File: src/rtl/riscv_core_muxnx1_pipe.sv
// N:1 pipelined mux with valid/ready handshake on both sides.
// Define RISCV_CORE_MUX_SKID_EN for the 2-entry main+skid buffer with registered ready.
module riscv_core_muxnx1_pipe #(
    parameter  int unsigned XLEN   = 32,
    parameter  int unsigned NUM_IN = 3,
    localparam int unsigned SEL_W  = $clog2(NUM_IN)
) (
    input  logic                   i_clk,
    input  logic                   i_rst,
    input  logic [NUM_IN*XLEN-1:0] i_mux_in,
    input  logic [SEL_W-1:0]       i_mux_sel,
    input  logic                   i_mux_valid,
    output logic                   o_mux_ready,
    output logic [XLEN-1:0]        o_mux_out,
    output logic                   o_mux_sel_err,
    output logic                   o_mux_valid,
    input  logic                   i_mux_ready,
    input  logic                   i_mux_flush
);

    typedef struct packed {
        logic            sel_err;
        logic [XLEN-1:0] data;
    } beat_t;

    beat_t in_beat;
    beat_t main_q, main_d;
    logic  main_vld_q, main_vld_d;
    logic  accept;
    logic  xfer;

    // Out-of-range selects fall back to input 0 and flag the beat.
    always_comb begin
        in_beat.data    = i_mux_in[XLEN-1:0];
        in_beat.sel_err = !(32'(i_mux_sel) < NUM_IN);
        for (int unsigned k = 0; k < NUM_IN; k++) begin
            if (i_mux_sel == SEL_W'(k)) begin
                in_beat.data = i_mux_in[k*XLEN +: XLEN];
            end
        end
    end

    assign accept        = i_mux_valid && o_mux_ready;
    assign xfer          = main_vld_q && i_mux_ready;
    assign o_mux_out     = main_q.data;
    assign o_mux_sel_err = main_q.sel_err;
    assign o_mux_valid   = main_vld_q;

`ifdef RISCV_CORE_MUX_SKID_EN
    beat_t skid_q, skid_d;
    logic  skid_vld_q, skid_vld_d;

    // Main refills from skid first so ordering is kept; skid only fills when main is stuck.
    always_comb begin
        main_d     = main_q;
        main_vld_d = main_vld_q;
        skid_d     = skid_q;
        skid_vld_d = skid_vld_q;
        if (i_mux_flush) begin
            main_vld_d = 1'b0;
            skid_vld_d = 1'b0;
        end else if (!main_vld_q || xfer) begin
            if (skid_vld_q) begin
                main_d     = skid_q;
                main_vld_d = 1'b1;
                skid_vld_d = 1'b0;
            end else if (accept) begin
                main_d     = in_beat;
                main_vld_d = 1'b1;
            end else begin
                main_vld_d = 1'b0;
            end
        end else if (accept) begin
            skid_d     = in_beat;
            skid_vld_d = 1'b1;
        end
    end

    always_ff @(posedge i_clk or posedge i_rst) begin
        if (i_rst) begin
            main_q      <= '0;
            main_vld_q  <= 1'b0;
            skid_q      <= '0;
            skid_vld_q  <= 1'b0;
            o_mux_ready <= 1'b1;
        end else begin
            main_q      <= main_d;
            main_vld_q  <= main_vld_d;
            skid_q      <= skid_d;
            skid_vld_q  <= skid_vld_d;
            o_mux_ready <= !skid_vld_d;
        end
    end
`else
    assign o_mux_ready = !main_vld_q || i_mux_ready;

    // Single stage: a new beat may replace the held one in the cycle it drains.
    always_comb begin
        main_d     = main_q;
        main_vld_d = main_vld_q;
        if (i_mux_flush) begin
            main_vld_d = 1'b0;
        end else if (accept) begin
            main_d     = in_beat;
            main_vld_d = 1'b1;
        end else if (i_mux_ready) begin
            main_vld_d = 1'b0;
        end
    end

    always_ff @(posedge i_clk or posedge i_rst) begin
        if (i_rst) begin
            main_q     <= '0;
            main_vld_q <= 1'b0;
        end else begin
            main_q     <= main_d;
            main_vld_q <= main_vld_d;
        end
    end
`endif

endmodule

File: config.mk
export PLATFORM = sky130hd
export DESIGN_NAME = riscv_core_muxnx1_pipe
export DESIGN_NICKNAME = d
export VERILOG_FILES = /design/src/rtl/riscv_core_muxnx1_pipe.sv
export SDC_FILE = /design/constraint.sdc
export NUM_CORES = 1
export LEC_CHECK = 0
export BUFFER_PORTS_ARGS = -buffer_cell sky130_fd_sc_hd__clkbuf_2
export CAP_MARGIN = 10
export CORE_MARGIN = 1
export CORE_UTILIZATION = 48
export DETAILED_ROUTE_END_ITERATION = 16
export GPL_TIMING_DRIVEN = 0
export PLACE_DENSITY = 0.84
export SKIP_CTS_REPAIR_TIMING = 1
export SYNTH_ARGS = -nofsm -noshare
export SYNTH_HDL_FRONTEND = slang
export SYNTH_SLANG_ARGS = --single-unit
File: constraint.sdc
create_clock -name i_clk -period 3.3 [get_ports i_clk]
set_input_delay 0.825 -clock i_clk [delete_from_list [all_inputs] [get_ports i_clk]]
set_output_delay 0.825 -clock i_clk [all_outputs]
set_load 0.01 [all_outputs]
==> results of run 1 <==
path summary, 6_finish.rpt:
kind | start | slack [ps] | to | cells after the start
min in group asynchronous | i_rst | 640 | o_mux_out[25]$_DFFE_PP0P_ | 2
min | o_mux_out[28]$_DFFE_PP0P_ | 500 | o_mux_out[28]$_DFFE_PP0P_ | 1
max in group asynchronous | i_rst | 2130 | o_mux_out[7]$_DFFE_PP0P_ | 3
max reg2reg | o_mux_valid$_DFFE_PP0P_ | 1700 | o_mux_out[26]$_DFFE_PP0P_ | 4
max | i_mux_ready | 1230 | o_mux_ready | 4
min reg2reg | o_mux_out[28]$_DFFE_PP0P_ | 500 | o_mux_out[28]$_DFFE_PP0P_ | 1
routing by layer:
layer  part of all wire  routed length (um)  GRT usage
met5                  0                   0          0
met4              0.021                 116     0.0784
met3              0.055                 301     0.0444
met2               0.51                2810      0.399
met1               0.41                2260      0.242
area by class of cell:
type | count | area (sq um) | area share
timing repair buffer | 136 | 703 | 0.219
tap | 67 | 83.8 | 0.0261
multi-input combinational | 134 | 1380 | 0.427
inverter | 3 | 11.3 | 0.00350
clock buffer | 6 | 82.6 | 0.0257
sequential | 34 | 851 | 0.264
buffer | 14 | 110 | 0.0342
sequential cells by signal, summed over array words and instances (netlist names):
register	count
o_mux_out	32
o_mux_sel_err	1
o_mux_valid	1
worst register-to-register path: stages (launching register included):
cell and delay, ps:
dfrtp_1 390, nor2b_4 140, nor3b_4 380, buf_6 220
mux2_2 350
per-stage QoR:
stage	setup slack (ps)	hold WS, ps	total power [uW]	area [sq um]	util
finish	1230	505	1300	3220	0.681
global route	1210	523	1370	3220	0.681
CTS	1230	508	1310	3220	0.681
detailed placement	1230	494	1010	3130	0.664
global placement	1240	489	992	3110	0.658
floorplan	1440	547	808	2350	-
logic make-up after synthesis:
kind of cell / share of synthesized area
buffers and inverters: 0.0517
muxes: 0.567
and+or+nand+nor: 0.0187
DFF: 0.362
layout by cell type, fill, tap and decap left out, types with 2 or more instances in the layout:
cell / n
clkbuf_2: 135
buf_4: 6
dfrtp_1: 34
buf_6: 4
inv_1: 3
buf_2: 4
mux2_2: 32
mux2i_1: 97
clkbuf_8: 6
nor2_1: 2
power groups by stage:
stage	combinational [uW]	sequential, uW	clock (uW)
CTS	457	551	299
global route	486	563	318
detailed placement	456	557	0
floorplan	210	599	0
finish	451	551	294
global placement	438	554	0
==> results.yml, run 1 <==
run_status:
  status: "finished clean"
clock_tree:
  cts_tree: "yes"
  clock_latency_ps: 280
  htree_levels: 2
  cts_root_buffer: "clkbuf_8"
  path_clk_slew_ps: 60
  clock_path_buffers: 2
  cts.sinks: 34
  cts_buffers: 5
timing:
  rsz0062_at_grt: "false"
  hold_viol: 0
  drv_slew: 0
  min_period_ps: 2070
  fin_crit_sh: 0.626
  max_freq_ghz: 0.484
  worst_pin_slew_ps: 716
  finalSetupTns_ps: 0
  max_slew_margin: 0.522
  fin_skew_ps: 4.18
  setup_violations: 0
die:
  initial_core_util: 0.497
  pin_count: 138
  dieArea_sq_mm: 0.00517
  core_area_sq_mm: 0.00472
  die_height_um: 71.9
  die_w_um: 71.9
  rows: 25
power:
  irDropWorstVdd_mv: 0.295
  clkPwrFrac: 0.227
  leakagePower_uw: 0.00180
  intPower_uw: 910
  p_sw_uw: 385
  p_sw_frac: 0.297
  powerDensity_mw_per_mm2: 403
  power_frac_seq: 0.425
  combPwrFrac: 0.348
yosys:
  synth_nets: 288
  ys.flop_type: "dfrtp_1"
  async_flop_share: 1.00
  synth_most_common_cell: "mux2i_1"
  yosysTopAreaCell: "mux2i_1"
  avgSynthCellArea_sq_um: 12.7
  ys_types: 11
  synth_top_area_frac: 0.414
  ys_ff_latch: 34
  synth_common_cells: "mux2i_1, dfrtp_1, mux2_2"
  synth_edf_count: 0
  syn_inst: 185
  yosysSeqAreaShare: 0.362
  synth_area_leaders: "mux2i_1, dfrtp_1, mux2_2"
  netlist_area_sq_mm: 0.00235
  ys_warn_count: 0
grt:
  grt_pass1_wl_mm: 8.56
  grt-ovfl-total: 0
  grt_max_degree: 20
  grt_pass1_vias: 1940
  antenna_found_initial: 0
  grtUsageTotal: 0.215
setup_path:
  required_ps: 2470
  crit_chain: "clkbuf_2 > nor2b_4 > inv_1 > clkbuf_2"
  startpoint_type: "input pin"
  critPathArrivalTime_ps: 1240
  cp_max_fo: 3
  cp_num_buf_inv: 3
  crit_family: "buffers and inverters"
  cpMostUsedCell: "clkbuf_2"
  cpMaxStageDelayCell: "nor2b_4"
  end_kind: "output pin"
  crit_type: "in2out"
  max_stage_delay_ps: 150
routing:
  drt-total-wl_mm: 5.48
  vias_per_cell: 5.07
  drtIter0Drc: 46
  route.detailed.drc: 0
  drt_pre_antenna_iters: 4
  routed-via-count: 1997
  antenna_left: 0
  wl_per_cell_um: 13.9
placement:
  hpwlAfterDp_mm: 4.44
  routabilityCongestion: 0.745
  place_inst: 388
  port_buffers: 135
final_layout:
  n_antenna_cell: 0
  fillers: 387
  area_growth_pct: 37.0
  drive_above_1_share: 0.581
  fin_nets: 431
  final_cell_count_no_fill: 394
min_path:
  min_path_type: "reg2reg"
job:
  cap_violations: 0
No activity file was read; power rests on OpenSTA's default activity.
==> inputs of run 2 (changes only) <==
--- a/config.mk
+++ b/config.mk
@@ -5,13 +5,14 @@
 export SDC_FILE = /design/constraint.sdc
 export NUM_CORES = 1
 export LEC_CHECK = 0
+export ABC_AREA = 1
 export BUFFER_PORTS_ARGS = -buffer_cell sky130_fd_sc_hd__clkbuf_2
 export CAP_MARGIN = 10
 export CORE_MARGIN = 1
-export CORE_UTILIZATION = 48
+export CORE_UTILIZATION = 42
 export DETAILED_ROUTE_END_ITERATION = 16
 export GPL_TIMING_DRIVEN = 0
-export PLACE_DENSITY = 0.84
+export PLACE_DENSITY = 0.77
 export SKIP_CTS_REPAIR_TIMING = 1
 export SYNTH_ARGS = -nofsm -noshare
 export SYNTH_HDL_FRONTEND = slang
==> constraint.sdc (replaced) <==
create_clock -name i_clk -period 2.1 [get_ports i_clk]
set_input_delay 0.525 -clock i_clk [delete_from_list [all_inputs] [get_ports i_clk]]
set_output_delay 0.525 -clock i_clk [all_outputs]
set_load 0.01 [all_outputs]
==> run 2 against run 1 <==
Against the previous run: register-to-register slack worse by 890 ps; hold slack worse by 110 ps; combinational power up 28%; wire length up 10%; synthesized area down 9.9%; total power up 46%; sequential cell count unchanged; worst setup slack worse by 550 ps; first-iteration DRC count up 26%; critical path depth down 2; via count up 25%; count of clock-buffer cells in the layout up 1; critical path type is now reg2out.
==> results.yml, run 2 <==
timing:
  min_period_ps: 1410
  max_slew_margin: 0.418
  rsz0062_at_grt: "false"
  worst_pin_slew_ps: 872
  finalSetupTns_ps: 0
  hold_viol: 0
  setup_violations: 0
  fin_crit_sh: 0.673
  max_freq_ghz: 0.708
  fin_skew_ps: 6.83
  drv_slew: 0
yosys:
  synth_edf_count: 0
  ys.flop_type: "dfrtp_1"
  netlist_area_sq_mm: 0.00211
  yosysTopAreaCell: "dfrtp_1"
  ys_ff_latch: 34
  synth_common_cells: "nand2_1, nor2_1, nand3_1"
  ys_types: 14
  syn_inst: 327
  avgSynthCellArea_sq_um: 6.47
  yosysSeqAreaShare: 0.402
  ys_warn_count: 0
  synth_area_leaders: "dfrtp_1, nand2_1, nand3_1"
  synth_most_common_cell: "nand2_1"
  async_flop_share: 1.00
  synth_top_area_frac: 0.402
  synth_nets: 430
setup_path:
  regToRegStartpoint: "o_mux_valid$_DFFE_PP0P_"
  r2r_cells: 6
  startpoint_type: "register"
  required_ps: 1570
  r2r_slack_ps: 810
  cp_max_fo: 3
  critPathArrivalTime_ps: 890
  r2r_end: "o_mux_out[2]$_DFFE_PP0P_"
  crit_type: "reg2out"
  end_kind: "output pin"
final_layout:
  n_antenna_cell: 0
  final_common_cell: "clkbuf_2"
  fillers: 486
  layout_common_cells: "clkbuf_2, nand2_1, nor2_1"
  drive_above_1_share: 0.360
  finalInstanceArea_sq_mm: 0.00300
  largest_reg_flops: 32
  area_growth_pct: 41.8
  fin_nets: 574
  multiInputGateArea_sq_mm: 0.00109
  seq_area_sq_um: 851
routing:
  drt_pre_antenna_iters: 4
  route.detailed.drc: 0
  vias_per_cell: 4.64
  wl_per_cell_um: 11.2
  drt-total-wl_mm: 6.06
  antenna_left: 0
  drtIter0Drc: 58
  routed-via-count: 2500
grt:
  met1_usage: 0.294
  met3_usage: 0.0552
  grt.met2_usage: 0.424
  grt-busiest-layer: "met2"
  grt-ovfl-total: 0
  antenna_found_initial: 0
  grt_pass1_vias: 2217
  grt_pass1_wl_mm: 9.87
  grt_max_degree: 21
  grtUsageTotal: 0.241
min_path:
  min_path_type: "in2async"
clock_tree:
  cts_buffers: 5
  path_clk_slew_ps: 70
  cts.sinks: 34
  clock_latency_ps: 280
  cts_tree: "yes"
  htree_levels: 2
  clock_path_buffers: 2
  cts_root_buffer: "clkbuf_8"
die:
  die_w_um: 73.0
  initial_core_util: 0.442
  rows: 25
  pin_count: 138
  dieArea_sq_mm: 0.00532
  die_height_um: 73.0
  core_area_sq_mm: 0.00479
placement:
  routabilityCongestion: 0.850
  port_buffers: 136
  hpwlAfterDp_mm: 4.70
  dpl_cell_area_sq_mm: 0.00291
job:
  cap_violations: 0
power:
  leakagePower_uw: 0.00183
  power.total_uw: 1890
  irDropWorstVdd_mv: 0.335
  powerDensity_mw_per_mm2: 632
run_status:
  status: "finished clean"
-- run 2: how the worst max path moves through the flow --
stage | startpoint | endpoint | slack, ps | depth (start not counted)
after floorplan | i_mux_ready | o_mux_out[10]$_DFFE_PP0P_ | 800 | 7
after global placement | i_rst | o_mux_out[14]$_DFFE_PP0P_ | 360 | 2
after detailed placement | i_mux_ready | o_mux_out[2]$_DFFE_PP0P_ | 520 | 8
after CTS | o_mux_valid$_DFFE_PP0P_ | o_mux_ready | 670 | 2
after global routing | o_mux_valid$_DFFE_PP0P_ | o_mux_ready | 650 | 2
final | o_mux_valid$_DFFE_PP0P_ | o_mux_ready | 690 | 2
-- run 2: final cells by class --
class	instances	share of cell area
timing repair buffer	137	0.236
sequential	34	0.284
tap	67	0.0280
inverter	5	0.00626
multi-input combinational	265	0.364
buffer	23	0.0518
clock inverter	1	0.00167
clock buffer	7	0.0288
-- run 2: layer usage --
metal,share of wire,vias up
li1,-,1310
met1,0.42,1082
met2,0.50,101
met3,0.073,7
met4,0.0073,0
met5,0,-
-- run 2: worst max-delay path, cell delays in order, from the launching register on --
cell and delay [ps]:
dfrtp_1 390, nand2_2 90, clkbuf_2 130
-- run 2: logic make-up (layout without fill, tap and decap cells) --
family / after synthesis / after routing / share of synthesized area
and+or+nand+nor: 263 / 263 / 0.511
DFF: 34 / 34 / 0.402
buffers and inverters: 28 / 173 / 0.0823
AOI/OAI and AO/OA: 2 / 2 / 0.00473
-- run 2: report_power, final --
part | internal [uW] | switching [uW]
Combinational | 262 | 315
Clock | 264 | 229
Sequential | 764 | 58.8
Total | 1290 | 603
-- run 2: through the flow --
| stage | hold WS, ps | std cells | utilization | worst slack, ps |
|---|---|---|---|---|
| floorplan | 513 | 327 | - | 804 |
| global placement | 461 | 530 | 0.602 | 358 |
| detailed placement | 464 | 531 | 0.607 | 518 |
| CTS | 385 | 539 | 0.626 | 670 |
| global route | 387 | 539 | 0.626 | 653 |
| finish | 398 | 539 | 0.626 | 687 |
==> inputs of run 3 (changes only) <==
--- a/config.mk
+++ b/config.mk
@@ -9,10 +9,10 @@
 export BUFFER_PORTS_ARGS = -buffer_cell sky130_fd_sc_hd__clkbuf_2
 export CAP_MARGIN = 10
 export CORE_MARGIN = 1
-export CORE_UTILIZATION = 42
+export CORE_UTILIZATION = 38
 export DETAILED_ROUTE_END_ITERATION = 16
 export GPL_TIMING_DRIVEN = 0
-export PLACE_DENSITY = 0.77
+export PLACE_DENSITY = 0.73
 export SKIP_CTS_REPAIR_TIMING = 1
 export SYNTH_ARGS = -nofsm -noshare
 export SYNTH_HDL_FRONTEND = slang
==> constraint.sdc (replaced) <==
create_clock -name i_clk -period 1.15 [get_ports i_clk]
set_input_delay 0.2875 -clock i_clk [delete_from_list [all_inputs] [get_ports i_clk]]
set_output_delay 0.2875 -clock i_clk [all_outputs]
set_load 0.01 [all_outputs]
==> run 3 against run 2 <==
Against the previous run: the flow now finishes with violations (setup timing); register-to-register slack lost 800 ps; cell area up 1.4%; largest cell class unchanged; highest routed layer unchanged; global-route usage is 1.7 points lower; final cell count rose by 0.56%; worst setup slack worse by 720 ps.
==> results.yml, run 3 (same netlist as run 2, synthesis figures left out) <==
routing:
  drt_pre_antenna_iters: 4
  drtIter0Drc: 77
  vias_per_cell: 4.72
  route.detailed.drc: 0
  wl_per_cell_um: 11.6
  routed-via-count: 2557
  drt-total-wl_mm: 6.29
  antenna_left: 0
die:
  core_area_sq_mm: 0.00524
  die_height_um: 76.6
  initial_core_util: 0.404
  pin_count: 138
  rows: 26
  dieArea_sq_mm: 0.00587
  die_w_um: 76.6
final_layout:
  area_growth_pct: 43.8
  fin_nets: 575
  seq_area_sq_um: 851
  fillers: 545
  final_common_cell: "clkbuf_2"
  multiInputGateArea_sq_mm: 0.00110
  drive_above_1_share: 0.373
  layout_common_cells: "clkbuf_2, nand2_1, nand3_1"
  n_antenna_cell: 0
  largest_reg_flops: 32
timing:
  max_freq_ghz: 0.845
  setup_violations: 1
  finalSetupTns_ps: -33.0
  max_slew_margin: 0.510
  rsz0062_at_grt: "true"
  worst_pin_slew_ps: 735
  min_period_ps: 1180
  fin_crit_sh: 1.03
  drv_slew: 0
  fin_skew_ps: 4.57
  final.setup.worst_slack_ps: -33.0
  hold_viol: 0
power:
  combPwrFrac: 0.316
  p_sw_uw: 1100
  irDropWorstVdd_mv: 0.499
  powerDensity_mw_per_mm2: 1120
  clkPwrFrac: 0.240
  leakagePower_uw: 0.00185
  power_frac_seq: 0.444
  intPower_uw: 2310
  power.total_uw: 3410
  p_sw_frac: 0.322
setup_path:
  end_kind: "output pin"
  r2r_end: "o_mux_out[28]$_DFFE_PP0P_"
  critPathLaunch: "o_mux_valid$_DFFE_PP0P_"
  required_ps: 860
  critPathArrivalTime_ps: 900
  r2r_cells: 7
  startpoint_type: "register"
  cp_max_fo: 3
  r2r_slack_ps: 10
  crit_type: "reg2out"
  regToRegStartpoint: "o_mux_valid$_DFFE_PP0P_"
  endpoint: "o_mux_ready"
job:
  cap_violations: 0
clock_tree:
  cts_root_buffer: "clkbuf_8"
  htree_levels: 2
  cts_tree: "yes"
  cts_buffers: 5
  cts.sinks: 34
  path_clk_slew_ps: 70
  clock_latency_ps: 280
  clock_path_buffers: 2
min_path:
  min_path_type: "in2async"
run_status:
  status: "finished with violations"
  violations: "setup timing"
placement:
  hpwlAfterDp_mm: 4.90
  port_buffers: 136
  routabilityCongestion: 0.777
grt:
  grt-ovfl-total: 0
  grt_pass1_vias: 2338
  met1_usage: 0.285
  grt_pass1_wl_mm: 10.4
  grtUsageTotal: 0.223
  grt_max_degree: 19
  met3_usage: 0.0443
  grt.met2_usage: 0.377
  grt-busiest-layer: "met2"
  antenna_found_initial: 0
[run 3: cell types whose count changed in the layout (fill, tap and decap cells not counted), sizes merged]
cell,previous run,this run
clkinv,1,0
buf,22,24
clkbuf,145,144
[run 3: through the flow]
stage          std cells  worst slack [ps]  hold WS, ps  area [sq um]  utilization
2_1_floorplan        327              12.7          351          2110            -
3_3_place_gp         533              -379          457          2880        0.550
3_5_place_dp         534              -183          425          2910        0.556
4_1_cts              541              -148          133          2990        0.570
5_1_grt              542             -80.8          163          3040        0.581
6_report             542             -33.0          105          3040        0.581
[run 3: routing by layer]
| layer | vias to the layer above | routed length [um] |
|---|---|---|
| met4 | 0 | 115 |
| met5 | - | 0 |
| met3 | 15 | 470 |
| met1 | 1106 | 2730 |
| li1 | 1311 | - |
| met2 | 125 | 2970 |
[run 3: area by class of cell]
cell class / count / area share
plain buffers: 23 / 0.0621
clock buffers: 7 / 0.0251
inverters: 5 / 0.00617
multi-input cells: 265 / 0.363
flip-flops and latches: 34 / 0.280
well taps: 70 / 0.0288
repair buffers: 138 / 0.235
[run 3: power groups by stage]
stage,logic [uW],registers [uW],clock network [uW]
floorplan,469,1620,0
detailed placement,1060,1530,0
global placement,1040,1530,0
finish,1080,1510,819
global route,1210,1540,891
CTS,1070,1510,837
[run 3: worst min-delay path by stage]
stage / from / endpoint / cells after the start
floorplan: i_mux_flush / o_mux_valid$_DFFE_PP0P_ / 1
global placement: i_mux_flush / o_mux_valid$_DFFE_PP0P_ / 2
detailed placement: i_rst / o_mux_out[8]$_DFFE_PP0P_ / 2
CTS: i_rst / o_mux_out[12]$_DFFE_PP0P_ / 2
global route: i_rst / o_mux_out[8]$_DFFE_PP0P_ / 2
finish: i_rst / o_mux_out[8]$_DFFE_PP0P_ / 2
[run 3: worst max-delay path, stage by stage (launching register included)]
cell,delay [ps]
dfrtp_1,390
nand2_2,100
clkbuf_2,130
